`src/rtl/alu_pkg.sv`:
```
// Shared op codes, FSM state type and shift-amount width for the iterative execute ALU.
package alu_pkg;

  localparam int unsigned SHAMT_W = 5;

  localparam logic [3:0] ALU_ADD  = 4'b0000;
  localparam logic [3:0] ALU_SUB  = 4'b1000;
  localparam logic [3:0] ALU_SLL  = 4'b0001;
  localparam logic [3:0] ALU_SLT  = 4'b0010;
  localparam logic [3:0] ALU_SLTU = 4'b0011;
  localparam logic [3:0] ALU_XOR  = 4'b0100;
  localparam logic [3:0] ALU_SRL  = 4'b0101;
  localparam logic [3:0] ALU_SRA  = 4'b1101;
  localparam logic [3:0] ALU_OR   = 4'b0110;
  localparam logic [3:0] ALU_AND  = 4'b0111;

  typedef enum logic [1:0] {
    StIdle,
    StShift,
    StDone
  } alu_state_e;

  function automatic logic is_shift_op(input logic [3:0] op);
    return (op == ALU_SLL) || (op == ALU_SRL) || (op == ALU_SRA);
  endfunction

endpackage

```
`src/rtl/exec_alu_if.sv`:
```
// Operand/result handshake bundle between operand select, the ALU and writeback.
interface exec_alu_if #(
  parameter int unsigned XLEN = 32
);
  logic            in_valid;
  logic            in_ready;
  logic [3:0]      aluOp;
  logic [XLEN-1:0] opA;
  logic [XLEN-1:0] opB;
  logic            out_valid;
  logic            out_ready;
  logic [XLEN-1:0] result;
  logic            zero;

  modport master (
    output in_valid, aluOp, opA, opB, out_ready,
    input  in_ready, out_valid, result, zero
  );

  modport slave (
    input  in_valid, aluOp, opA, opB, out_ready,
    output in_ready, out_valid, result, zero
  );
endinterface

```
`src/rtl/alu_shift_step.sv`:
```
// Combinational single-position shift used by the bit-serial shifter.
module alu_shift_step #(
  parameter int unsigned XLEN = 32
) (
  input  logic [XLEN-1:0] i_value,
  input  logic            i_right,
  input  logic            i_arith,
  output logic [XLEN-1:0] o_value
);

  always_comb begin
    if (i_right) begin
      o_value = {i_arith & i_value[XLEN-1], i_value[XLEN-1:1]};
    end else begin
      o_value = {i_value[XLEN-2:0], 1'b0};
    end
  end

endmodule

```
`src/rtl/exec_alu.sv`:
```
// Iterative RV32I execute ALU: single-cycle arithmetic/logic, bit-serial shifts, registered result.
module exec_alu
  import alu_pkg::*;
#(
  parameter int unsigned XLEN = 32
) (
  input logic        clk,
  input logic        rst_n,
  input logic        flush,
  exec_alu_if.slave  bus
);

  alu_state_e         r_state;
  alu_state_e         w_state_next;
  logic [XLEN-1:0]    r_result;
  logic               r_zero;
  logic [XLEN-1:0]    r_shift;
  logic [SHAMT_W-1:0] r_cnt;
  logic               r_right;
  logic               r_arith;
  logic [XLEN-1:0]    w_alu_result;
  logic [XLEN-1:0]    w_step;
  logic [SHAMT_W-1:0] w_shamt;
  logic               w_accept;
  logic               w_serial;
  logic               w_last;

  assign w_shamt  = bus.opB[SHAMT_W-1:0];
  assign w_accept = bus.in_valid && (r_state == StIdle);
  assign w_serial = is_shift_op(bus.aluOp) && (w_shamt != '0);
  assign w_last   = (r_cnt == SHAMT_W'(1));

  // Shifts reach this path only with shamt 0, so they pass opA through.
  always_comb begin
    w_alu_result = '0;
    unique case (bus.aluOp)
      ALU_ADD:  w_alu_result = bus.opA + bus.opB;
      ALU_SUB:  w_alu_result = bus.opA - bus.opB;
      ALU_SLT:  w_alu_result = {{(XLEN-1){1'b0}}, $signed(bus.opA) < $signed(bus.opB)};
      ALU_SLTU: w_alu_result = {{(XLEN-1){1'b0}}, bus.opA < bus.opB};
      ALU_XOR:  w_alu_result = bus.opA ^ bus.opB;
      ALU_OR:   w_alu_result = bus.opA | bus.opB;
      ALU_AND:  w_alu_result = bus.opA & bus.opB;
      ALU_SLL, ALU_SRL, ALU_SRA: w_alu_result = bus.opA;
      default:  w_alu_result = '0;
    endcase
  end

  alu_shift_step #(
    .XLEN (XLEN)
  ) u_shift_step (
    .i_value (r_shift),
    .i_right (r_right),
    .i_arith (r_arith),
    .o_value (w_step)
  );

  always_ff @(posedge clk) begin
    if (!rst_n) begin
      r_state <= StIdle;
    end else begin
      r_state <= w_state_next;
    end
  end

  always_comb begin
    w_state_next = r_state;
    if (flush) begin
      w_state_next = StIdle;
    end else begin
      unique case (r_state)
        StIdle:  if (w_accept) w_state_next = w_serial ? StShift : StDone;
        StShift: if (w_last) w_state_next = StDone;
        StDone:  if (bus.out_ready) w_state_next = StIdle;
        default: w_state_next = StIdle;
      endcase
    end
  end

  always_comb begin
    bus.in_ready  = (r_state == StIdle);
    bus.out_valid = (r_state == StDone);
    bus.result    = r_result;
    bus.zero      = r_zero;
  end

  // Flush leaves result/zero untouched; only the FSM drops the op.
  always_ff @(posedge clk) begin
    if (!rst_n) begin
      r_result <= '0;
      r_zero   <= 1'b1;
      r_shift  <= '0;
      r_cnt    <= '0;
      r_right  <= 1'b0;
      r_arith  <= 1'b0;
    end else if (!flush) begin
      if (r_state == StIdle && w_accept) begin
        if (w_serial) begin
          r_shift <= bus.opA;
          r_cnt   <= w_shamt;
          r_right <= bus.aluOp[2];
          r_arith <= bus.aluOp[3];
        end else begin
          r_result <= w_alu_result;
          r_zero   <= (w_alu_result == '0);
        end
      end else if (r_state == StShift) begin
        r_shift <= w_step;
        r_cnt   <= r_cnt - SHAMT_W'(1);
        if (w_last) begin
          r_result <= w_step;
          r_zero   <= (w_step == '0);
        end
      end
    end
  end

endmodule

```
`src/flat_wrapper.sv`:
```
// flat-port wrapper written by rule: the top's interface ports become plain ports
module exec_alu_flat import alu_pkg::*;
#(
  parameter int unsigned XLEN = 32
)
  (clk, rst_n, flush, bus_in_valid, bus_aluOp, bus_opA, bus_opB, bus_out_ready, bus_in_ready, bus_out_valid, bus_result, bus_zero);
  exec_alu_if #(.XLEN(XLEN)) bus_i ();
  input logic clk;
  input logic rst_n;
  input logic flush;
  input wire logic [$bits(bus_i.in_valid)-1:0] bus_in_valid;
  input wire logic [$bits(bus_i.aluOp)-1:0] bus_aluOp;
  input wire logic [$bits(bus_i.opA)-1:0] bus_opA;
  input wire logic [$bits(bus_i.opB)-1:0] bus_opB;
  input wire logic [$bits(bus_i.out_ready)-1:0] bus_out_ready;
  output wire logic [$bits(bus_i.in_ready)-1:0] bus_in_ready;
  output wire logic [$bits(bus_i.out_valid)-1:0] bus_out_valid;
  output wire logic [$bits(bus_i.result)-1:0] bus_result;
  output wire logic [$bits(bus_i.zero)-1:0] bus_zero;
  assign bus_i.in_valid = bus_in_valid;
  assign bus_i.aluOp = bus_aluOp;
  assign bus_i.opA = bus_opA;
  assign bus_i.opB = bus_opB;
  assign bus_i.out_ready = bus_out_ready;
  assign bus_in_ready = bus_i.in_ready;
  assign bus_out_valid = bus_i.out_valid;
  assign bus_result = bus_i.result;
  assign bus_zero = bus_i.zero;
  exec_alu #(.XLEN(XLEN)) u_core (.clk(clk), .rst_n(rst_n), .flush(flush), .bus(bus_i));
endmodule
```
`config.mk`:
```
export PLATFORM = sky130hd
export DESIGN_NAME = exec_alu_flat
export DESIGN_NICKNAME = d
export VERILOG_FILES = /design/src/rtl/alu_pkg.sv /design/src/rtl/exec_alu_if.sv /design/src/rtl/alu_shift_step.sv /design/src/rtl/exec_alu.sv /design/src/flat_wrapper.sv
export SDC_FILE = /design/constraint.sdc
export NUM_CORES = 1
export LEC_CHECK = 0
export ABC_AREA = 1
export CAP_MARGIN = 10
export CORE_MARGIN = 2
export CORE_UTILIZATION = 60
export DETAILED_ROUTE_END_ITERATION = 7
export GPL_TIMING_DRIVEN = 0
export PLACE_DENSITY = 0.83
export SYNTH_ARGS = -nofsm -noshare
export SYNTH_HDL_FRONTEND = slang
export SYNTH_SLANG_ARGS = --single-unit
```
`constraint.sdc`:
```
create_clock -name clk -period 4.15 [get_ports clk]
set_input_delay 0.6225 -clock clk [delete_from_list [all_inputs] [get_ports clk]]
set_output_delay 0.6225 -clock clk [all_outputs]
set_load 0.02 [all_outputs]
```
==> impl_metrics.toml, run 1 <==
[yosys]
ys_types = 44
synth_compound_area_share_pct = 17.5
synth_edf_count = 0
seq_area_frac_synth_pct = 13.5
avgSynthCellArea_um2 = 5.59
ys_ff_latch = 74
synth_ff_type = "dfxtp_1"
synth.net_count = 2147
synthAdderAreaFrac_pct = 12.3
synth_xor_area_share_pct = 0.0797
synth_top_family_by_area = "simple AND/OR/NAND/NOR gates"
synthArstFlopShare_pct = 0
synth_area_mm2 = 0.0110
synth_mux_area_share_pct = 0
yosysWarnings = 0
yosys.area_share.simple_pct = 40.7
synth_cells = 1967

[clock_tree]
cts_resized = 0
htree_num_levels = 3
postCtsHoldBufs = 0
root_buffer = "clkbuf_16"
tritoncts = "yes"
cts_buffers = 9
clkSinkCount = 74
cts_setup_buffers = 0
max-clock-path-buffers = 2
clock_latency_ns = 0.34
clk_pin_slew_worst_paths_ns = 0.06

[drt]
drc = 0
totalWireLength_mm = 43.6
dr_total_vias = 13896
wire_per_inst_um = 18.8
ant_nets = 0
dr.pass1.iters = 6
via_per_inst = 5.99
drtIter0Drc = 1519

[timing]
finalSetupViolCount = 0
tightest_slew_ns = 0.875
setup_tns_ns = 0
rsz0062_at_grt = "no"
finalCritPeriodShare_pct = 87.2
hold-worst-slack_ns = 0.493
hold_violations = 0
fmax_mhz = 276
min_period_ns = 3.62
relSlewSlack_pct = 41.2
fin_skew_ns = 0.00434
slew_viol_final = 0

[placement]
globalplace.congestion = 1.10
hpwl_mm = 35.9
dp_cells = 2303
port_buffers = 107

[power_and_ir_drop]
power_density_mw_per_mm2 = 244
p_leak_nw = 6.54
ir_drop_v = 0.000368
total_power_w = 0.00309

[critical_path]
crit_type = "in -> reg"
crit_arrival_ns = 3.90
cp.required_ns = 4.43
critPathMostFrequentCell = "nand2_1"
end_kind = "flip-flop"
path_cells = "clkdlybuf4s50_1 -> inv_1 -> ha_1 -> nor2_4 -> nand2_1 -> nand3_2 -> nand2_1 -> nand2_1 -> nand2_1 -> nand2_1 -> nand3_1 -> a21oi_1 -> nor2_1 -> nor2_1 -> nand2_1 -> nor2_1 -> nand4_1 -> nand2_1 -> nand2_1 -> nand2_1"
slowest_delay_ns = 0.62
critPathMaxFanout = 4
slowest_stage = "clkdlybuf4s50_1"
start_kind = "input port"

[job]
max_cap_violations = 0

[floorplan]
die_height_um = 139
die_area_mm2 = 0.0194
core_mm2 = 0.0180
initial_utilization_pct = 61.2
rows = 49
io_pins = 108
dieWidth_um = 139

[grt]
track_usage_pct = 43.3
grt_pass1_vias = 12876
grt_first_pass_wirelength_mm = 66.3
overflow = 0
grt_max_degree = 12
antenna_found_initial = 0

[layout]
nets = 2265
utilization_pct = 70.5
final_cells = 2318
drive_gt1_share_pct = 8.66
diodes = 0
syn2layout_area_growth_pct = 15.1

[outcome]
status = "completed"

[hold_path]
hp-class = "reg -> reg"
==> cells by family (layout without fill, tap and decap cells) <==
family | after synthesis | count (layout)
AOI/OAI and AO/OA | 333 | 333
xor gates and xnor gates | 1 | 1
adders and majority gates | 107 | 107
and+or+nand+nor | 1040 | 1040
buffers and inverters | 412 | 534
DFF | 74 | 74
==> through the flow <==
stage,worst slack [ns],cell area [um2]
4_1_cts,0.634,12700
3_5_place_dp,0.305,12400
5_1_grt,0.360,12700
2_1_floorplan,1.65,11000
6_report,0.532,12700
3_3_place_gp,0.301,12400
==> cell usage after synthesis (2+ instances only) <==
cell	count	share of area [%]
a21oi_1	61	2.8
o21ai_1	2	0.091
ha_1	105	12
nor2_1	155	5.3
nor4_1	6	0.34
nor2_2	20	1.1
o221ai_1	2	0.16
buf_4	16	1.1
o22ai_1	37	2.1
nor2_4	9	0.92
dfxtp_1	74	13
and3_1	2	0.11
a221oi_2	2	0.27
and2_1	3	0.17
a21oi_2	6	0.48
buf_2	23	1.0
nand2_1	623	21
inv_2	27	0.92
a31oi_1	59	3.4
fa_1	2	0.36
or2_2	8	0.46
nand3_1	140	6.4
nand4_1	27	1.5
nor3_1	7	0.32
nand2_2	24	1.4
o21ai_0	139	6.3
clkinv_1	7	0.24
inv_1	294	10
nand3b_1	2	0.14
nor3_2	6	0.55
clkbuf_1	27	0.92
a221oi_1	14	1.1
nand3_2	6	0.55
buf_6	16	1.6
a211oi_1	2	0.14
o21bai_1	6	0.41
==> cells in the final DEF, fill, tap and decap left out, types with 7 or more instances in the layout <==
cell type,n
a21oi_1,61
a221oi_1,14
a31oi_1,59
buf_2,23
buf_4,16
buf_6,16
clkbuf_1,28
clkbuf_16,9
clkdlybuf4s50_1,107
clkinv_1,7
dfxtp_1,74
ha_1,105
inv_1,294
inv_2,27
nand2_1,623
nand2_2,24
nand3_1,140
nand4_1,27
nor2_1,155
nor2_2,20
nor2_4,9
nor3_1,7
o21ai_0,139
o22ai_1,37
or2_2,8
==> area by class of cell <==
type	count	area (um2)
multi-input cells	1481	7760
flip-flops and latches	74	1480
inverters	329	1240
clock inverters	2	35.0
well taps	229	287
plain buffers	83	520
fillers	1708	5310
clock buffers	13	270
repair buffers	107	1070
==> final timing paths <==
| check | startpoint | end | slack (ns) | cells past startpoint |
|---|---|---|---|---|
| max reg2reg | u_core.r_right$_SDFFE_PN0P_ | u_core.bus.zero$_SDFFE_PN1P_ | 1.41 | 11 |
| min | u_core.r_shift[10]$_SDFFE_PN0P_ | u_core.r_shift[10]$_SDFFE_PN0P_ | 0.49 | 2 |
| min reg2reg | u_core.r_shift[10]$_SDFFE_PN0P_ | u_core.r_shift[10]$_SDFFE_PN0P_ | 0.49 | 2 |
| max | bus_opB[1] | u_core.bus.zero$_SDFFE_PN1P_ | 0.53 | 20 |
==> critical path, delay by kind of cell <==
family | cells | cell delay [ns]
and+or+nand+nor | 16 | 1.93
buffers and inverters | 2 | 0.79
adders and majority gates | 1 | 0.40
AOI/OAI and AO/OA | 1 | 0.18
==> per-layer routing <==
| layer | GRT usage, % | share of wire, % |
|---|---|---|
| met4 | 24.5 | 6.2 |
| met3 | 10.2 | 13 |
| met2 | 68.9 | 43 |
| met5 | 0 | 0 |
| met1 | 53.8 | 37 |
==> sequential cells by signal, summed over array words and instances, names as in the netlist <==
register / count
u_core.r_state: 2
u_core.bus.zero: 1
u_core.r_cnt: 5
u_core.bus.result: 32
u_core.r_right: 1
u_core.r_shift: 32
u_core.r_arith: 1
==> report_power, final <==
part	total [W]	switching [W]	leakage, nW	internal (W)
Clock	0.000800	0.000289	0.152	0.000510
Sequential	0.000799	0.0000336	0.605	0.000766
Combinational	0.00150	0.00100	5.79	0.000493
Note: power is estimated with default switching activity, not from simulation.
==> run 2, diff against run 1 <==
--- a/config.mk
+++ b/config.mk
@@ -7,11 +7,10 @@
 export LEC_CHECK = 0
 export ABC_AREA = 1
 export CAP_MARGIN = 10
-export CORE_MARGIN = 2
 export CORE_UTILIZATION = 60
 export DETAILED_ROUTE_END_ITERATION = 7
 export GPL_TIMING_DRIVEN = 0
-export PLACE_DENSITY = 0.83
+export PLACE_DENSITY = 0.88
 export SYNTH_ARGS = -nofsm -noshare
 export SYNTH_HDL_FRONTEND = slang
 export SYNTH_SLANG_ARGS = --single-unit
==> constraint.sdc (replaced) <==
create_clock -name clk -period 4.15 [get_ports clk]
set_input_delay 0.6225 -clock clk [delete_from_list [all_inputs] [get_ports clk]]
set_output_delay 0.6225 -clock clk [all_outputs]
set_load 0.1 [all_outputs]
==> run 2 against run 1 <==
Against the previous run:
- count of clock-buffer cells in the layout down 1
- critical endpoint unchanged
- utilization down 0.10 points
- largest power group unchanged
- largest cell class unchanged
- hold slack worse by 0.0099 ns
==> impl_metrics.toml, run 2 (synthesis gave the netlist of run 1 again) <==
[critical_path]
crit_family = "simple AND/OR/NAND/NOR gates"
r2r_slack_ns = 1.61
end_kind = "flip-flop"
rr_worst_depth = 11
reg2reg_from = "u_core.r_right$_SDFFE_PN0P_"
crit_arrival_ns = 4.09
crit_type = "in -> reg"
slowest_stage = "clkdlybuf4s50_1"
critPathMostFrequentCell = "nand2_1"
cp.required_ns = 4.44
r2r_end = "u_core.bus.zero$_SDFFE_PN1P_"
crit_buf_inv = 1
critPathMaxFanout = 4
slowest_delay_ns = 0.57
start_kind = "input port"
path_cells = "clkdlybuf4s50_1 -> ha_1 -> fa_1 -> nand3_1 -> nand3_2 -> nand2_1 -> nand3_1 -> nand3_1 -> nand3_1 -> nand3_1 -> nand2_1 -> nor2_1 -> nand2_1 -> nor2_1 -> nand4_1 -> nand2_1 -> nand2_1 -> nand2_1"

[timing]
min_period_ns = 3.80
rsz0062_at_grt = "no"
hold_violations = 0
fin_skew_ns = 0.00403
relSlewSlack_pct = 31.2
tightest_slew_ns = 1.03
finalCritPeriodShare_pct = 91.6
setup_tns_ns = 0
slew_viol_final = 0
finalSetupViolCount = 0
fmax_mhz = 263

[drt]
wire_per_inst_um = 19.3
totalWireLength_mm = 44.8
drtIter0Drc = 1721
dr_total_vias = 14006
ant_nets = 0
drc = 0
dr.pass1.iters = 8
via_per_inst = 6.04

[floorplan]
die_area_mm2 = 0.0189
core_mm2 = 0.0180
io_pins = 108
initial_utilization_pct = 61.2
die_height_um = 137
dieWidth_um = 137
rows = 49

[grt]
track_usage_pct = 47.3
grt_pass1_vias = 12953
grt_first_pass_wirelength_mm = 66.9
grt_max_degree = 12
overflow = 0
antenna_found_initial = 4

[layout]
drive_gt1_share_pct = 8.62
nets = 2265
syn2layout_area_growth_pct = 15.0
utilization_pct = 70.4
diodes = 0
fill_cells = 1694
multi_input_area_mm2 = 0.00776
regArea_mm2 = 0.00148
final_common_cell = "nand2_1"
layout_common_cells = "623 x nand2_1, 294 x inv_1, 155 x nor2_1, 140 x nand3_1, 139 x o21ai_0"

[placement]
hpwl_mm = 36.6
port_buffers = 107
globalplace.congestion = 1.11

[clock_tree]
root_buffer = "clkbuf_16"
cts_resized = 0
clkSinkCount = 74
clk_pin_slew_worst_paths_ns = 0.06
clock_latency_ns = 0.34
max-clock-path-buffers = 2
cts_setup_buffers = 0
postCtsHoldBufs = 0
cts_buffers = 9
tritoncts = "yes"
htree_num_levels = 3

[hold_path]
hp-class = "reg -> reg"
holdPathStages = 2
min_from = "u_core.bus.zero$_SDFFE_PN1P_"
whs_endpoint = "u_core.bus.zero$_SDFFE_PN1P_"

[outcome]
status = "completed"

[power_and_ir_drop]
power_density_mw_per_mm2 = 256
ir_drop_v = 0.000415
p_leak_nw = 6.54

[job]
max_cap_violations = 0
run 2: cell count changes in the layout (fill, tap and decap cells not counted):
cell      delta
clkbuf_8     -2
clkbuf_1     +1
clkinv_2     +1
run 2: metrics by stage:
step / instances / hold slack [ns] / cell area [um2] / total power, W / worst slack [ns]
2_1_floorplan: 1967 / 0.439 / 11000 / 0.00189 / 1.18
3_3_place_gp: 2303 / 0.462 / 12400 / 0.00236 / 0.265
3_5_place_dp: 2303 / 0.473 / 12400 / 0.00239 / 0.209
4_1_cts: 2318 / 0.481 / 12600 / 0.00315 / 0.542
5_1_grt: 2318 / 0.497 / 12600 / 0.00336 / 0.192
6_report: 2318 / 0.483 / 12600 / 0.00323 / 0.347
run 2: where the power goes:
part / leakage [nW] / internal, W / switching (W)
clock: 0.142 / 0.000477 / 0.000305
sequential: 0.605 / 0.000765 / 0.0000362
combinational: 5.79 / 0.000492 / 0.00116
total: 6.54 / 0.00173 / 0.00150
run 2: layout make-up:
type	instances	area share [%]
buffer	83	4.12
clock buffer	12	1.95
clock inverter	3	0.317
inverter	329	9.79
multi-input combinational	1481	61.4
sequential	74	11.7
tap	229	2.27
timing repair buffer	107	8.47
run 2: worst register-to-register path, stage by stage, from the launching register on:
cell	delay (ns)
dfxtp_1	0.29
buf_2	0.16
inv_1	0.11
clkbuf_1	0.46
o21ai_0	0.21
nor4_1	0.47
nand4_1	0.21
nor4_1	0.29
nand3_1	0.11
nand2_1	0.09
nand2_1	0.05
nand2_1	0.05
run 2: routing by layer:
| layer | GRT usage (%) | part of all wire, % | up-vias |
|---|---|---|---|
| met3 | 11.0 | 13 | 229 |
| li1 | - | - | 6530 |
| met1 | 57.4 | 37 | 6221 |
| met2 | 74.8 | 43 | 1024 |
| met4 | 30.2 | 6.3 | 2 |
| met5 | 0 | 0.034 | - |
run 2: worst max path at each step:
stage               cells after the start                           start                                 end
finish                                 18                      bus_opB[0]        u_core.bus.zero$_SDFFE_PN1P_
global placement                       20                      bus_opB[0]        u_core.bus.zero$_SDFFE_PN1P_
CTS                                    20                      bus_opB[0]        u_core.bus.zero$_SDFFE_PN1P_
global route                           19                      bus_opB[0]        u_core.bus.zero$_SDFFE_PN1P_
floorplan                              11  u_core.r_state[1]$_SDFFE_PP0P_  u_core.bus.result[10]$_SDFFE_PN0P_
detailed placement                     20                      bus_opB[0]        u_core.bus.zero$_SDFFE_PN1P_
